**config.mk**
```make
export PLATFORM = sky130hd
export DESIGN_NAME = imem_load_ctrl
export DESIGN_NICKNAME = d
export VERILOG_FILES = /design/src/rtl/imem_pkg.sv /design/src/rtl/byte_packer.sv /design/src/rtl/imem_load_ctrl.sv
export SDC_FILE = /design/constraint.sdc
export NUM_CORES = 1
export LEC_CHECK = 0
export BUFFER_PORTS_ARGS = -buffer_cell sky130_fd_sc_hd__clkbuf_2
export CORE_MARGIN = 8
export CORE_UTILIZATION = 56
export CTS_BUF_LIST = sky130_fd_sc_hd__clkbuf_16
export DETAILED_ROUTE_END_ITERATION = 12
export GPL_ROUTABILITY_DRIVEN = 1
export PLACE_DENSITY_LB_ADDON = 0.08
export SYNTH_ARGS = -nofsm -noshare
export SYNTH_HDL_FRONTEND = slang
export SYNTH_HIERARCHICAL = 1
export SYNTH_SLANG_ARGS = --single-unit
```
**constraint.sdc**
```tcl
create_clock -name clk -period 3.9 [get_ports clk]
set_clock_uncertainty 0.15 [all_clocks]
set_input_delay 0.585 -clock clk [delete_from_list [all_inputs] [get_ports clk]]
set_output_delay 0.585 -clock clk [all_outputs]
set_load 0.02 [all_outputs]
```
**src/rtl/imem_pkg.sv**
```systemverilog
// Shared types and constants for the instruction-memory boot loader.
// Optional checksum stage is compiled in with `define IMEM_LOAD_CKSUM_EN.
package imem_pkg;

   localparam int IMEM_ADDR_W = 14;
   localparam int IMEM_LEN_W  = 16;
   localparam int WORD_BYTES  = 4;
   localparam int WORD_W      = 8 * WORD_BYTES;
   localparam int IDX_W       = $clog2(WORD_BYTES);

   typedef enum logic [2:0] {
      ST_IDLE  = 3'd0,
      ST_LEN0  = 3'd1,
      ST_LEN1  = 3'd2,
      ST_DATA  = 3'd3,
      ST_WRITE = 3'd4,
`ifdef IMEM_LOAD_CKSUM_EN
      ST_CKSUM = 3'd5,
`endif
      ST_DONE  = 3'd6
   } state_e;

   // States in which the loader is willing to take a stream byte.
   function automatic logic accepts_bytes(input state_e s);
      case (s)
         ST_LEN0, ST_LEN1, ST_DATA: accepts_bytes = 1'b1;
`ifdef IMEM_LOAD_CKSUM_EN
         ST_CKSUM:                  accepts_bytes = 1'b1;
`endif
         default:                   accepts_bytes = 1'b0;
      endcase
   endfunction

endpackage

```
**src/rtl/byte_packer.sv**
```systemverilog
// Little-endian byte-to-word assembler: byte k of a word lands in bits
// [8k+7:8k]. 'word' and 'full' reflect the byte being loaded this cycle,
// so the caller can register the completed word on the 4th byte's edge.
module byte_packer
   import imem_pkg::*;
(
   input  logic              clk,
   input  logic              rst,
   input  logic              clear,
   input  logic              load,
   input  logic [7:0]        byte_in,
   output logic [WORD_W-1:0] word,
   output logic              full
);

   logic [IDX_W-1:0]  idx_q, idx_d;
   logic [WORD_W-1:0] word_q, word_d;

   // Next byte index and shift-in of the incoming byte from the top.
   always_comb begin
      // NOTE: every comb output gets a default first so no path infers a latch.
      idx_d  = idx_q;
      word_d = word_q;
      if (clear) begin
         idx_d = '0;
      end else if (load) begin
         idx_d  = idx_q + IDX_W'(1);
         word_d = {byte_in, word_q[WORD_W-1:8]};
      end
   end

   assign word = word_d;
   assign full = load & ~clear & (idx_q == IDX_W'(WORD_BYTES - 1));

   // Byte index register; a partial word is discarded on clear or reset.
   always_ff @(posedge clk) begin
      // NOTE: sequential state uses non-blocking assignment only.
      if (rst) idx_q <= '0;
      else     idx_q <= idx_d;
   end

   // Word shift register.
   always_ff @(posedge clk) begin
      // NOTE: pure datapath, no reset; each word is fully rewritten before use.
      word_q <= word_d;
   end

endmodule

```
**src/rtl/imem_load_ctrl.sv**
```systemverilog
// Boot-time instruction-ROM loader. Owns the ROM write port, shares the ROM
// address with the fetch stage, and fills ROM from a length-prefixed byte
// stream. Define IMEM_LOAD_CKSUM_EN to add a trailing 8-bit checksum byte.
module imem_load_ctrl
   import imem_pkg::*;
#(
   parameter int ADDR_W = IMEM_ADDR_W,
   parameter int LEN_W  = IMEM_LEN_W
) (
   input  logic              clk,
   input  logic              rst,
   input  logic              start,
   input  logic              abort,
   input  logic              byte_valid,
   input  logic [7:0]        byte_data,
   output logic              byte_ready,
   input  logic [ADDR_W-1:0] fetch_addr,
   output logic [ADDR_W-1:0] rom_addr,
   output logic              rom_wen,
   output logic [31:0]       rom_din,
   output logic              cpu_hold,
   output logic              busy,
   output logic              done,
   output logic              load_err
);

`ifdef IMEM_LOAD_CKSUM_EN
   localparam state_e TAIL_ST = ST_CKSUM;
`else
   localparam state_e TAIL_ST = ST_DONE;
`endif

   state_e            state_q, state_d;
   logic [ADDR_W-1:0] ptr_q, ptr_d;
   logic [LEN_W-1:0]  cnt_q, cnt_d;
   logic [LEN_W-1:0]  len_full;
   logic              hold_stick_q, hold_stick_d;
   logic              cksum_bad;

`ifdef IMEM_LOAD_CKSUM_EN
   logic [7:0]        sum_q, sum_d;
`endif

   logic              byte_ready_q, byte_ready_d;
   logic              rom_wen_q, rom_wen_d;
   logic [31:0]       rom_din_q, rom_din_d;
   logic              cpu_hold_q, cpu_hold_d;
   logic              busy_q, busy_d;
   logic              done_q, done_d;
   logic              load_err_q, load_err_d;

   logic              is_idle, start_hit, abort_hit, take;
   logic              pk_clear, pk_load, pk_full;
   logic [WORD_W-1:0] pk_word;

   assign is_idle   = (state_q == ST_IDLE);
   assign start_hit = start & is_idle;
   assign abort_hit = abort & ~is_idle;
   // abort beats a same-cycle handshake: the byte is dropped
   assign take      = byte_valid & byte_ready_q & ~abort_hit;
   assign len_full  = LEN_W'({byte_data, cnt_q[7:0]});

   assign pk_clear  = start_hit | abort_hit;
   assign pk_load   = take & (state_q == ST_DATA);

   byte_packer u_packer (
      .clk     (clk),
      .rst     (rst),
      .clear   (pk_clear),
      .load    (pk_load),
      .byte_in (byte_data),
      .word    (pk_word),
      .full    (pk_full)
   );

   // Next-state, word pointer, remaining count and checksum.
   always_comb begin
      state_d   = state_q;
      ptr_d     = ptr_q;
      cnt_d     = cnt_q;
      cksum_bad = 1'b0;
`ifdef IMEM_LOAD_CKSUM_EN
      sum_d     = sum_q;
`endif
      if (abort_hit) begin
         state_d = ST_IDLE;
      end else begin
         case (state_q)
            ST_IDLE: begin
               if (start) begin
                  state_d = ST_LEN0;
                  ptr_d   = '0;
                  cnt_d   = '0;
`ifdef IMEM_LOAD_CKSUM_EN
                  sum_d   = '0;
`endif
               end
            end
            ST_LEN0: begin
               if (take) begin
                  cnt_d   = LEN_W'(byte_data);
                  state_d = ST_LEN1;
               end
            end
            ST_LEN1: begin
               if (take) begin
                  cnt_d   = len_full;
                  state_d = (len_full == '0) ? TAIL_ST : ST_DATA;
               end
            end
            ST_DATA: begin
               if (take) begin
`ifdef IMEM_LOAD_CKSUM_EN
                  sum_d = sum_q + byte_data;
`endif
                  if (pk_full) state_d = ST_WRITE;
               end
            end
            ST_WRITE: begin
               ptr_d   = ptr_q + ADDR_W'(1);
               cnt_d   = cnt_q - LEN_W'(1);
               state_d = (cnt_q == LEN_W'(1)) ? TAIL_ST : ST_DATA;
            end
`ifdef IMEM_LOAD_CKSUM_EN
            ST_CKSUM: begin
               if (take) begin
                  if (byte_data == sum_q) begin
                     state_d = ST_DONE;
                  end else begin
                     state_d   = ST_IDLE;
                     cksum_bad = 1'b1;
                  end
               end
            end
`endif
            ST_DONE: state_d = ST_IDLE;
            default: state_d = ST_IDLE;
         endcase
      end
   end

   // Registered outputs, derived from the state being entered.
   always_comb begin
      byte_ready_d = accepts_bytes(state_d);
      rom_wen_d    = (state_d == ST_WRITE);
      rom_din_d    = pk_full ? pk_word : rom_din_q;
      busy_d       = (state_d != ST_IDLE);
      done_d       = (state_d == ST_DONE);

      // A failed checksum keeps the core parked until a load succeeds.
      hold_stick_d = hold_stick_q;
      if (cksum_bad)                                    hold_stick_d = 1'b1;
      else if ((state_q == ST_DONE) && !abort_hit)      hold_stick_d = 1'b0;
      cpu_hold_d   = busy_d | hold_stick_d;

      load_err_d   = load_err_q;
      if (start_hit)                   load_err_d = 1'b0;
      else if (abort_hit || cksum_bad) load_err_d = 1'b1;
   end

   // State register, counters and output flops.
   always_ff @(posedge clk) begin
      if (rst) begin
         state_q      <= ST_IDLE;
         ptr_q        <= '0;
         cnt_q        <= '0;
         hold_stick_q <= 1'b0;
         byte_ready_q <= 1'b0;
         rom_wen_q    <= 1'b0;
         rom_din_q    <= '0;
         cpu_hold_q   <= 1'b0;
         busy_q       <= 1'b0;
         done_q       <= 1'b0;
         load_err_q   <= 1'b0;
      end else begin
         state_q      <= state_d;
         ptr_q        <= ptr_d;
         cnt_q        <= cnt_d;
         hold_stick_q <= hold_stick_d;
         byte_ready_q <= byte_ready_d;
         rom_wen_q    <= rom_wen_d;
         rom_din_q    <= rom_din_d;
         cpu_hold_q   <= cpu_hold_d;
         busy_q       <= busy_d;
         done_q       <= done_d;
         load_err_q   <= load_err_d;
      end
   end

`ifdef IMEM_LOAD_CKSUM_EN
   // Running checksum over data bytes.
   always_ff @(posedge clk) begin
      if (rst) sum_q <= '0;
      else     sum_q <= sum_d;
   end
`endif

   // Fetch path sees only this mux: fetch address while idle, pointer otherwise.
   assign rom_addr   = is_idle ? fetch_addr : ptr_q;

   assign byte_ready = byte_ready_q;
   assign rom_wen    = rom_wen_q;
   assign rom_din    = rom_din_q;
   assign cpu_hold   = cpu_hold_q;
   assign busy       = busy_q;
   assign done       = done_q;
   assign load_err   = load_err_q;

endmodule

```
==> metrics <==
# port buffers=78; min cycle time layout=2.824 ns; reg2reg start=state_q[1]; Mapped Cells=477; DR vias/cell=5.567; measured slew at the worst slew-check pin=0.9472 ns; vias post-DR=3652; clk_lat worst skew=0.34 ns; hold_ws=0.3295 ns; Post-CTS Resized=0; Leakage=0.002196 µW; drt wl/cell=16.45 µm; final setup fails=0; initial antenna violation count=0; total congestion overflow=0; initial core utilization=57.77%; Worst Setup SP=state_q[1]; Slew headroom=36.72%; Final ANT Viol Nets=0; hold violation total from the final report=0; Hold Crit Class=reg2reg; hold_buf cts=0; largest net degree at the start of global routing=52; fin cells=656; CTS Sinks=106; critical path arrival=2.95 ns; Yosys cell types=59; Worst Path Required=4.03 ns; Post-Place Cells=640; Post-CTS Setup Bufs=0; synthesized area=4771 µm²; Routed WL=10790 µm; Post-synth EDFFs=0; CTS buffer count=9; max-cap violations=0; CTS root buffer=clkbuf_16; HPWL after detailed placement=7655 µm; CP Capture Type=flip-flop; status=complete, no violations; Async SR Flop Fraction=0%; startpoint types=flip-flop; Chip Width=108.3 µm; DRT Pass-1 Iters=4; fraction of layout cells with a size suffix above 1=27.40%; vias in the first global route=3683; Post-synth top flop=dfxtp_1; CTS max path bufs=2; DIE AREA=11730 µm²; Syn Area/Cell=10.00 µm²; Syn. warnings=6; Final GP Congestion=0.8522; PwrDens=395.2 nW/µm²; row count=33; Area contributors post-synth=dfxtp_1, mux2_4, mux2i_1, nor2_1, mux2_2; share of the synthesized area in the top cell type=44.48%; design area=5455 µm²; P&R area growth vs syn=14.35%; initial DRC count=138; largest area contributor in the netlist=dfxtp_1; core area=8258 µm²; #FFs+latches synth=106; register area share after synthesis=44.48%; Peak VDD IR=0.2440 mV; H-tree levels=3; Slew Limit Fails=0; crit-path max FO=33; antenna cell count=0; Clk pin slew, worst setup/hold paths=0.07 ns; min-delay src=u_packer/word_q[5]; DRC Markers=0; die span in y=108.3 µm; wire length of the first global-routing pass=18210 µm; unrepaired setup endpoints after global routing=no; IO Pins=79; CTS tree=done; Peak Freq=354.1 MHz; Placement Cell Area=5170 µm²; Tcrit/Tclk final=72.42%; nets@finish=578; gr usage total=19.10%; Overall Power=2156 µW; CP Class=reg2reg; syn nets=509; Total Neg Setup Slack=0 ns
[layout make-up]
class                   instances  area, µm²
clock inverters                 7      60.06
flip-flops and latches        106       2122
inverters                      10      37.54
well taps                     105      131.4
fillers                       717       2803
multi-input cells             336       2451
clock buffers                   9      225.2
repair buffers                 83      427.9
[state kept, by name, indices dropped and copies added (netlist names)]
signal and count:
busy 1, byte_ready 1, cnt_q 16, cpu_hold 1
done 1, hold_stick_q 1, load_err 1, ptr_q 14
rom_din 32, rom_wen 1, state_q 3, u_packer/idx_q 2
u_packer/word_q 32
[critical path: stages, from the launching register on]
cell       delay (ns)
dfxtp_1          0.43
nor3_2           0.21
buf_4            0.26
mux2_2           0.41
nor2b_4          0.12
and2_2           0.17
buf_4            0.47
o2bb2ai_1        0.25
o21ai_1          0.17
nor2_1           0.11
[path summary, 6_finish.rpt]
check,endpoint,slack [ns],cells past startpoint
worst max-delay path,rom_wen,1.08,9
worst min-delay path,u_packer/word_q[5],0.33,1
worst max register to register,rom_wen,1.08,9
worst min register to register,u_packer/word_q[5],0.33,1
[report_power, final]
| part | internal (µW) | leakage (µW) | switching [µW] |
|---|---|---|---|
| registers | 1090 | 0.000855 | 9.76 |
| logic | 73.2 | 0.00120 | 118 |
| clock network | 446 | 0.000142 | 420 |
| total | 1610 | 0.00220 | 548 |
[synth_stat cells, drive strengths merged (4+ instances only)]
master and n:
a211oi 5, a21oi 14, a22oi 7, and2 7, and3 4, buf 14
clkbuf 11, dfxtp 106, ha 5, inv 10, mux2 45, mux2i 33
nand2 29, nand3 7, nor2 62, nor2b 6, nor3 13, nor4 9
o21ai 27, or4 4, xnor2 12, xor2 4
[logic make-up (layout without fill, tap and decap cells)]
kind of cell	after synthesis	in the layout	share of synthesized area, %
simple gates	160	160	16.73
flops	106	106	44.48
mux	78	78	19.83
compound gates	77	77	10.54
buf+inv	35	109	4.170
xor+xnor	16	16	2.937
fa+ha+maj	5	5	1.311
[layer usage]
| metal | share of wire (%) | track usage [%] | wire, µm | vias up |
|---|---|---|---|---|
| li1 | - | - | - | 1834 |
| met1 | 46 | 25.33 | 4942 | 1715 |
| met2 | 46 | 29.73 | 5016 | 87 |
| met3 | 6.1 | 4.462 | 662 | 16 |
| met4 | 1.6 | 6.843 | 172 | 0 |
| met5 | 0 | 0 | 0 | - |
[placed cells by master, fill, tap and decap left out, types with 3 or more instances in the layout]
master / netlist / final
a21oi_1: 14 / 14
nor2_1: 61 / 61
mux2_2: 16 / 16
nor3_1: 12 / 12
mux2i_1: 33 / 33
and3_1: 4 / 4
nor4_1: 8 / 8
inv_1: 10 / 11
nand3b_1: 3 / 3
nand3_1: 7 / 7
xnor2_1: 12 / 12
or4_1: 4 / 4
clkbuf_2: 2 / 78
o21ai_1: 3 / 3
a22oi_1: 7 / 7
nor3b_1: 3 / 3
a221oi_1: 3 / 3
o31ai_1: 3 / 3
xor2_1: 4 / 4
ha_1: 5 / 5
a32oi_1: 3 / 3
dfxtp_1: 106 / 106
a211oi_1: 5 / 5
clkbuf_16: 0 / 9
nor2b_1: 5 / 5
buf_4: 0 / 5
mux2_4: 29 / 29
or3_1: 3 / 3
and2_1: 6 / 5
nand2_1: 29 / 29
o21ai_0: 24 / 24
[per-stage QoR]
| stage | setup WS (ns) | utilization [%] |
|---|---|---|
| floorplan | 0.7245 | - |
| global placement | 1.079 | 62.61 |
| detailed placement | 0.9745 | 62.61 |
| CTS | 1.046 | 66.06 |
| global route | 0.8665 | 66.06 |
| finish | 1.076 | 66.06 |
Note: power is estimated with default switching activity, not from simulation.
